--- src/rtl/tilelink_ram_arbiter_pkg.sv ---
// tilelink_ram_arbiter_pkg
// Shared TileLink-UL channel types and opcode constants for the RAM arbiter.
// tilelink_a : A-channel request bundle (valid, opcode, param, size, source,
//              address, mask, data).
// tilelink_d : D-channel response bundle (valid, opcode, param, size, source,
//              sink, error, data).
package tilelink_ram_arbiter_pkg;

    localparam int TL_ADDR_W   = 32;
    localparam int TL_DATA_W   = 32;
    localparam int TL_MASK_W   = 4;
    localparam int TL_SIZE_W   = 2;
    localparam int TL_SOURCE_W = 4;
    localparam int TL_SINK_W   = 1;

    // A-channel opcodes
    localparam logic [2:0] TL_GET         = 3'd4;
    localparam logic [2:0] TL_PUT_FULL    = 3'd0;
    localparam logic [2:0] TL_PUT_PARTIAL = 3'd1;
    // D-channel opcodes
    localparam logic [2:0] TL_ACK         = 3'd0;
    localparam logic [2:0] TL_ACK_DATA    = 3'd1;

    typedef struct packed {
        logic                   a_valid;
        logic [2:0]             a_opcode;
        logic [2:0]             a_param;
        logic [TL_SIZE_W-1:0]   a_size;
        logic [TL_SOURCE_W-1:0] a_source;
        logic [TL_ADDR_W-1:0]   a_address;
        logic [TL_MASK_W-1:0]   a_mask;
        logic [TL_DATA_W-1:0]   a_data;
    } tilelink_a;

    typedef struct packed {
        logic                   d_valid;
        logic [2:0]             d_opcode;
        logic [1:0]             d_param;
        logic [TL_SIZE_W-1:0]   d_size;
        logic [TL_SOURCE_W-1:0] d_source;
        logic [TL_SINK_W-1:0]   d_sink;
        logic                   d_error;
        logic [TL_DATA_W-1:0]   d_data;
    } tilelink_d;

    // Only Get and the two Put flavours map onto the RAM; anything else misses.
    function automatic logic tl_opcode_legal(input logic [2:0] op);
        return (op == TL_GET) || (op == TL_PUT_FULL) || (op == TL_PUT_PARTIAL);
    endfunction

endpackage

--- src/rtl/tilelink_ram_arbiter.sv ---
// tilelink_ram_arbiter
// Shares one single-ported block RAM between two TileLink-UL masters
// (port 0 = instruction fetch, port 1 = data). One transaction is in flight
// at a time; contention is resolved round-robin.
//
// Ports:
//   clock, reset            sole clock (rising edge), synchronous active-high reset
//   p0_tla / p0_a_ready     port 0 A-channel request / accept strobe
//   p0_tld / p0_d_ready     port 0 D-channel response / consume strobe
//   p1_*                    same for port 1
//   ram_tla, ram_cs,        request, chip select and write enable to the RAM,
//   ram_wren                combinational from IDLE and the arbitration result
//   ram_rdata               RAM registered read data, valid the cycle after ram_cs
module tilelink_ram_arbiter
    import tilelink_ram_arbiter_pkg::*;
#(
    parameter logic [31:0] ADDR_BASE = 32'h0000_0000,
    parameter logic [31:0] ADDR_MASK = 32'hFFFF_F000
) (
    input  logic        clock,
    input  logic        reset,
    input  tilelink_a   p0_tla,
    output logic        p0_a_ready,
    output tilelink_d   p0_tld,
    input  logic        p0_d_ready,
    input  tilelink_a   p1_tla,
    output logic        p1_a_ready,
    output tilelink_d   p1_tld,
    input  logic        p1_d_ready,
    output tilelink_a   ram_tla,
    output logic        ram_cs,
    output logic        ram_wren,
    input  logic [31:0] ram_rdata
);

    typedef enum logic [1:0] {
        S_IDLE,
        S_DATA,
        S_HOLD
    } state_t;

    state_t                 state_q,      state_d;
    logic                   last_grant_q, last_grant_d;
    logic                   port_q,       port_d;
    logic [TL_SOURCE_W-1:0] source_q,     source_d;
    logic [TL_SIZE_W-1:0]   size_q,       size_d;
    logic                   is_get_q,     is_get_d;
    logic                   miss_q,       miss_d;
    logic [31:0]            resp_data_q,  resp_data_d;

    logic                   grant1;
    logic                   win_hit;
    logic                   d_ready_w;
    logic [31:0]            rd_data;
    tilelink_a              win;
    tilelink_d              rsp;

    always_comb begin
        state_d      = state_q;
        last_grant_d = last_grant_q;
        port_d       = port_q;
        source_d     = source_q;
        size_d       = size_q;
        is_get_d     = is_get_q;
        miss_d       = miss_q;
        resp_data_d  = resp_data_q;

        p0_a_ready   = 1'b0;
        p1_a_ready   = 1'b0;
        p0_tld       = '0;
        p1_tld       = '0;
        ram_tla      = '0;
        ram_cs       = 1'b0;
        ram_wren     = 1'b0;
        rsp          = '0;

        // Port 1 wins when it is the only requester, or when both request
        // and port 0 was granted last.
        grant1    = p1_tla.a_valid && (!p0_tla.a_valid || !last_grant_q);
        win       = grant1 ? p1_tla : p0_tla;
        win_hit   = ((win.a_address & ADDR_MASK) == ADDR_BASE) && tl_opcode_legal(win.a_opcode);
        d_ready_w = port_q ? p1_d_ready : p0_d_ready;
        // Only a Get that hit returns RAM data; everything else answers zero.
        rd_data   = (is_get_q && !miss_q) ? ram_rdata : 32'h0;

        case (state_q)
            S_IDLE: begin
                if (!reset && (p0_tla.a_valid || p1_tla.a_valid)) begin
                    p0_a_ready   = !grant1;
                    p1_a_ready   = grant1;
                    if (win_hit) begin
                        ram_tla  = win;
                        ram_cs   = 1'b1;
                        ram_wren = (win.a_opcode != TL_GET);
                    end
                    last_grant_d = grant1;
                    port_d       = grant1;
                    source_d     = win.a_source;
                    size_d       = win.a_size;
                    is_get_d     = (win.a_opcode == TL_GET);
                    miss_d       = !win_hit;
                    state_d      = S_DATA;
                end
            end
            S_DATA: begin
                rsp.d_data  = rd_data;
                // RAM output returns to zero once cs drops, so keep a copy
                // for a back-pressured response.
                resp_data_d = rd_data;
                state_d     = d_ready_w ? S_IDLE : S_HOLD;
            end
            S_HOLD: begin
                rsp.d_data = resp_data_q;
                if (d_ready_w) begin
                    state_d = S_IDLE;
                end
            end
            default: begin
                state_d = S_IDLE;
            end
        endcase

        if (state_q != S_IDLE) begin
            rsp.d_valid  = 1'b1;
            rsp.d_opcode = is_get_q ? TL_ACK_DATA : TL_ACK;
            rsp.d_source = source_q;
            rsp.d_size   = size_q;
            rsp.d_error  = miss_q;
        end

        // The losing port always sees an all-zero D channel.
        if (!reset) begin
            if (port_q) begin
                p1_tld = rsp;
            end else begin
                p0_tld = rsp;
            end
        end
    end

    always_ff @(posedge clock) begin
        if (reset) begin
            state_q      <= S_IDLE;
            last_grant_q <= 1'b1;
            port_q       <= 1'b0;
            source_q     <= '0;
            size_q       <= '0;
            is_get_q     <= 1'b0;
            miss_q       <= 1'b0;
            resp_data_q  <= '0;
        end else begin
            state_q      <= state_d;
            last_grant_q <= last_grant_d;
            port_q       <= port_d;
            source_q     <= source_d;
            size_q       <= size_d;
            is_get_q     <= is_get_d;
            miss_q       <= miss_d;
            resp_data_q  <= resp_data_d;
        end
    end

endmodule
--- config.mk ---
export PLATFORM = sky130hd
export DESIGN_NAME = tilelink_ram_arbiter
export DESIGN_NICKNAME = d
export VERILOG_FILES = /design/src/rtl/tilelink_ram_arbiter_pkg.sv /design/src/rtl/tilelink_ram_arbiter.sv
export SDC_FILE = /design/constraint.sdc
export NUM_CORES = 1
export LEC_CHECK = 0
export CAP_MARGIN = 0
export CORE_AREA = 2 2 147 149
export DETAILED_ROUTE_END_ITERATION = 16
export DIE_AREA = 0 0 149 151
export PLACE_DENSITY_LB_ADDON = 0.05
export SYNTH_ARGS = -nofsm -noshare
export SYNTH_HDL_FRONTEND = slang
export SYNTH_SLANG_ARGS = --single-unit
--- constraint.sdc ---
create_clock -name clock -period 2.3 [get_ports clock]
set_input_delay 0.345 -clock clock [delete_from_list [all_inputs] [get_ports clock]]
set_output_delay 0.345 -clock clock [all_outputs]
set_load 0.005 [all_outputs]
==> flow_summary_export.csv <==
group,metric,value,unit
critical_path,worstSetupEndpointType,"primary output",
critical_path,cp-start-kind,"input port",
layout,area.sequential,887,um^2
routing,dr_wl_met2,13000,um
sta,hold_ws,0.485,ns
outcome,violations,"setup timing",
critical_path,r2r_end,"source_q[0]",
layout,fin_nets,1199,
clocking,cts.sinks,44,
clocking,cts-root-buf,"clkbuf_16",
critical_path,cp.required,1.96,ns
die,row_count,53,
critical_path,r2r-start,"last_grant_q",
critical_path,path_max_fanout,5,
routing,routed_wl,25700,um
sta,finalClockSkew,0.00732,ns
routing,vias,5921,
synthesis,yosysSeqAreaShare,20.6,%
clocking,hold_buffers,0,
critical_path,crit_path_start,"p1_tla[60]",
global_route,grt_antenna_before_repair,6,
flow_run,max-cap-violations,0,
routing,wl_met1,9440,um
place,port_buffers,343,
die,die_y,151,um
outcome,status,"finished with violations",
sta,hold_violations,0,
clocking,htreeDepth,2,
layout,area.growth.synth_to_final,121,%
sta,finalSetupViolCount,62,
die,die_x,149,um
routing,routed.top_layer,"met4",
global_route,track_usage,21.5,%
clocking,cts_tree,"yes",
place,gp_congestion,0.876,
power,power_density,261,mW/mm^2
routing,drt_first_iter_violations,165,
critical_path,arrival,2.19,ns
synthesis,synth.distinct_cells,43,
layout,drive_gt1_share,33.7,%
sta,finalMaxSlewViolations,0,
clocking,cts_buffer_depth,2,
die,core-area,0.0208,mm^2
routing,viasPerCell,4.63,
min_path,hold_depth,2,
synthesis,yosys_register_bits,44,
sta,period_needed,2.54,ns
synthesis,syn_area_per_cell,7.30,um^2
min_path,min_path_type,"reg -> reg",
critical_path,worstSetupPathType,"in -> out",
synthesis,synthArstFlopShare,0,%
die,die_area,0.0225,mm^2
die,initial_core_util,20.6,%
routing,drt-wirelength-per-cell,20.1,um
routing,drc,0,
global_route,grt_start_max_net_pins,54,
global_route,grt_pass1_wl,36700,um
layout,fin_area,0.00946,mm^2
critical_path,ff2ff_path_depth,7,
layout,fillers,2067,
routing,wl_met3,1990,um
place,place_area,0.00820,mm^2
min_path,hold_start,"source_q[0]",
synthesis,yosysWarnings,0,
routing,ant_nets,0,
power,p_leak,3.93,nW
critical_path,rrSetupSlack,0.50,ns
global_route,overflow,0,
power,ir_worst_vdd,0.000258,V
sta,timing.fmax,0.394,GHz
place,hpwlAfterDp,17300,um
clocking,clkLatencyLatePin,0.29,ns
power,p_total,2.47,mW
routing,drtPass1Iterations,4,
sta,rsz0062_at_grt,"yes",
clocking,clk_pin_slew_worst_paths,0.07,ns
min_path,hold_end,"source_q[0]",
layout,multiInputGateArea,0.00344,mm^2
synthesis,postSynthCellCount,587,
synthesis,synthFlopType,"dfxtp_1",
synthesis,synth_edf_count,0,
global_route,first_global_vias,6054,
clocking,cts_made_buffers,5,
synthesis,netlist_area,0.00428,mm^2
die,ios,375,
sta,fin_ws,-0.237,ns
sta,fin_crit_sh,110,%
area by class of cell:
| cell class | instances | area share [%] |
|---|---|---|
| repair buffers | 462 | 48.6 |
| multi-input cells | 480 | 36.4 |
| flip-flops and latches | 44 | 9.38 |
| well taps | 275 | 3.64 |
| clock buffers | 7 | 1.61 |
| inverters | 5 | 0.198 |
| diodes | 6 | 0.159 |
synthesized netlist by cell type, types with 2 or more instances:
| cell type | n | area share, % |
|---|---|---|
| inv_1 | 4 | 0.35 |
| a221oi_2 | 51 | 18 |
| buf_6 | 6 | 1.6 |
| nand4b_1 | 2 | 0.41 |
| nor2b_1 | 33 | 4.8 |
| buf_2 | 9 | 1.1 |
| a22oi_1 | 32 | 5.6 |
| nor3_1 | 2 | 0.23 |
| buf_1 | 3 | 0.26 |
| and2_1 | 16 | 2.3 |
| a221oi_1 | 2 | 0.41 |
| nand3_1 | 12 | 1.4 |
| a21oi_1 | 37 | 4.3 |
| nor2_1 | 99 | 8.7 |
| nor4_1 | 7 | 1.0 |
| nand2_1 | 113 | 9.9 |
| buf_4 | 37 | 6.5 |
| a211oi_2 | 7 | 2.0 |
| dfxtp_1 | 44 | 21 |
| mux2i_1 | 7 | 1.6 |
| o21ai_0 | 7 | 0.82 |
| ha_1 | 3 | 0.88 |
| clkbuf_1 | 33 | 2.9 |
| a211oi_1 | 2 | 0.35 |
worst max-delay path, cell delays in order:
cell and delay [ns]:
clkbuf_2 0.08, or4_4 0.54, or3_4 0.46, buf_12 0.17, buf_16 0.14, a221oi_4 0.25
buf_2 0.19
stage by stage:
stage	util [%]	setup WS (ns)	TNS, ns	instances
after global routing	45.4	-0.284	-12.82	1277
after detailed placement	39.4	-0.931	-74.01	1204
after floorplan	-	0.195	0	617
after CTS	44.3	-0.226	-9.31	1266
after global placement	39.4	-0.929	-74.73	1204
final	45.4	-0.237	-9.55	1279
timing repair:
| action | CTS | global route |
|---|---|---|
| endpoints found under the setup margin | 146 | 119 |
| gates cloned | 22 | 4 |
| setup buffers | 33 | 9 |
| gates resized for setup | 513 | 86 |
| pin swaps | 50 | 76 |
power breakdown:
group / leakage, nW / switching (mW) / internal, mW
clock: 0.0760 / 0.308 / 0.457
sequential: 0.358 / 0.0222 / 0.790
combinational: 3.50 / 0.403 / 0.491
total: 3.93 / 0.733 / 1.74
cells by family after synthesis:
group	Yosys count	synth area share [%]
compound gates	147	33.8
simple gates	291	30.1
flops	44	20.6
mux	8	1.90
fa+ha+maj	3	0.876
other cells	1	0.0875
buf+inv	93	12.7
state kept, by name, summed over array words and instances (netlist names):
name and count:
is_get_q 1, port_q 1, source_q 4, state_q 2, last_grant_q 1, size_q 2
resp_data_q 32, miss_q 1
metal layers:
metal  vias up  global-route usage, %
met5         -                      0
met4         0                   11.0
met3        48                   5.69
met2       245                   39.1
met1      2795                   22.8
li1       2833                      -
how the worst max path moves through the flow:
stage                        endpoint  slack [ns]
after detailed placement  ram_tla[30]       -0.93
after global routing      ram_tla[30]       -0.28
final                     ram_tla[30]       -0.24
after global placement     ram_tla[1]       -0.93
after CTS                 ram_tla[26]       -0.23
after floorplan           ram_tla[10]        0.20
cell usage in the layout, fill, tap and decap left out, types with 5 or more instances in the layout:
master and count:
clkbuf_16 8, buf_6 19, a221oi_4 9, a221oi_2 44, nor2_1 99, buf_4 62, dlygate4sd2_1 45, buf_12 14
buf_2 69, clkdlybuf4s50_1 169, a22oi_2 32, dfxtp_1 41, diode_2 6, conb_1 31, mux2i_1 7, and2_1 16
nand3_1 10, clkdlybuf4s15_1 42, nand2_1 113, nor2b_1 33, nor4_2 5, buf_16 21, clkbuf_2 15, a211oi_2 6
o21ai_0 7, a21oi_1 35
(Power assumes the default switching activity.)
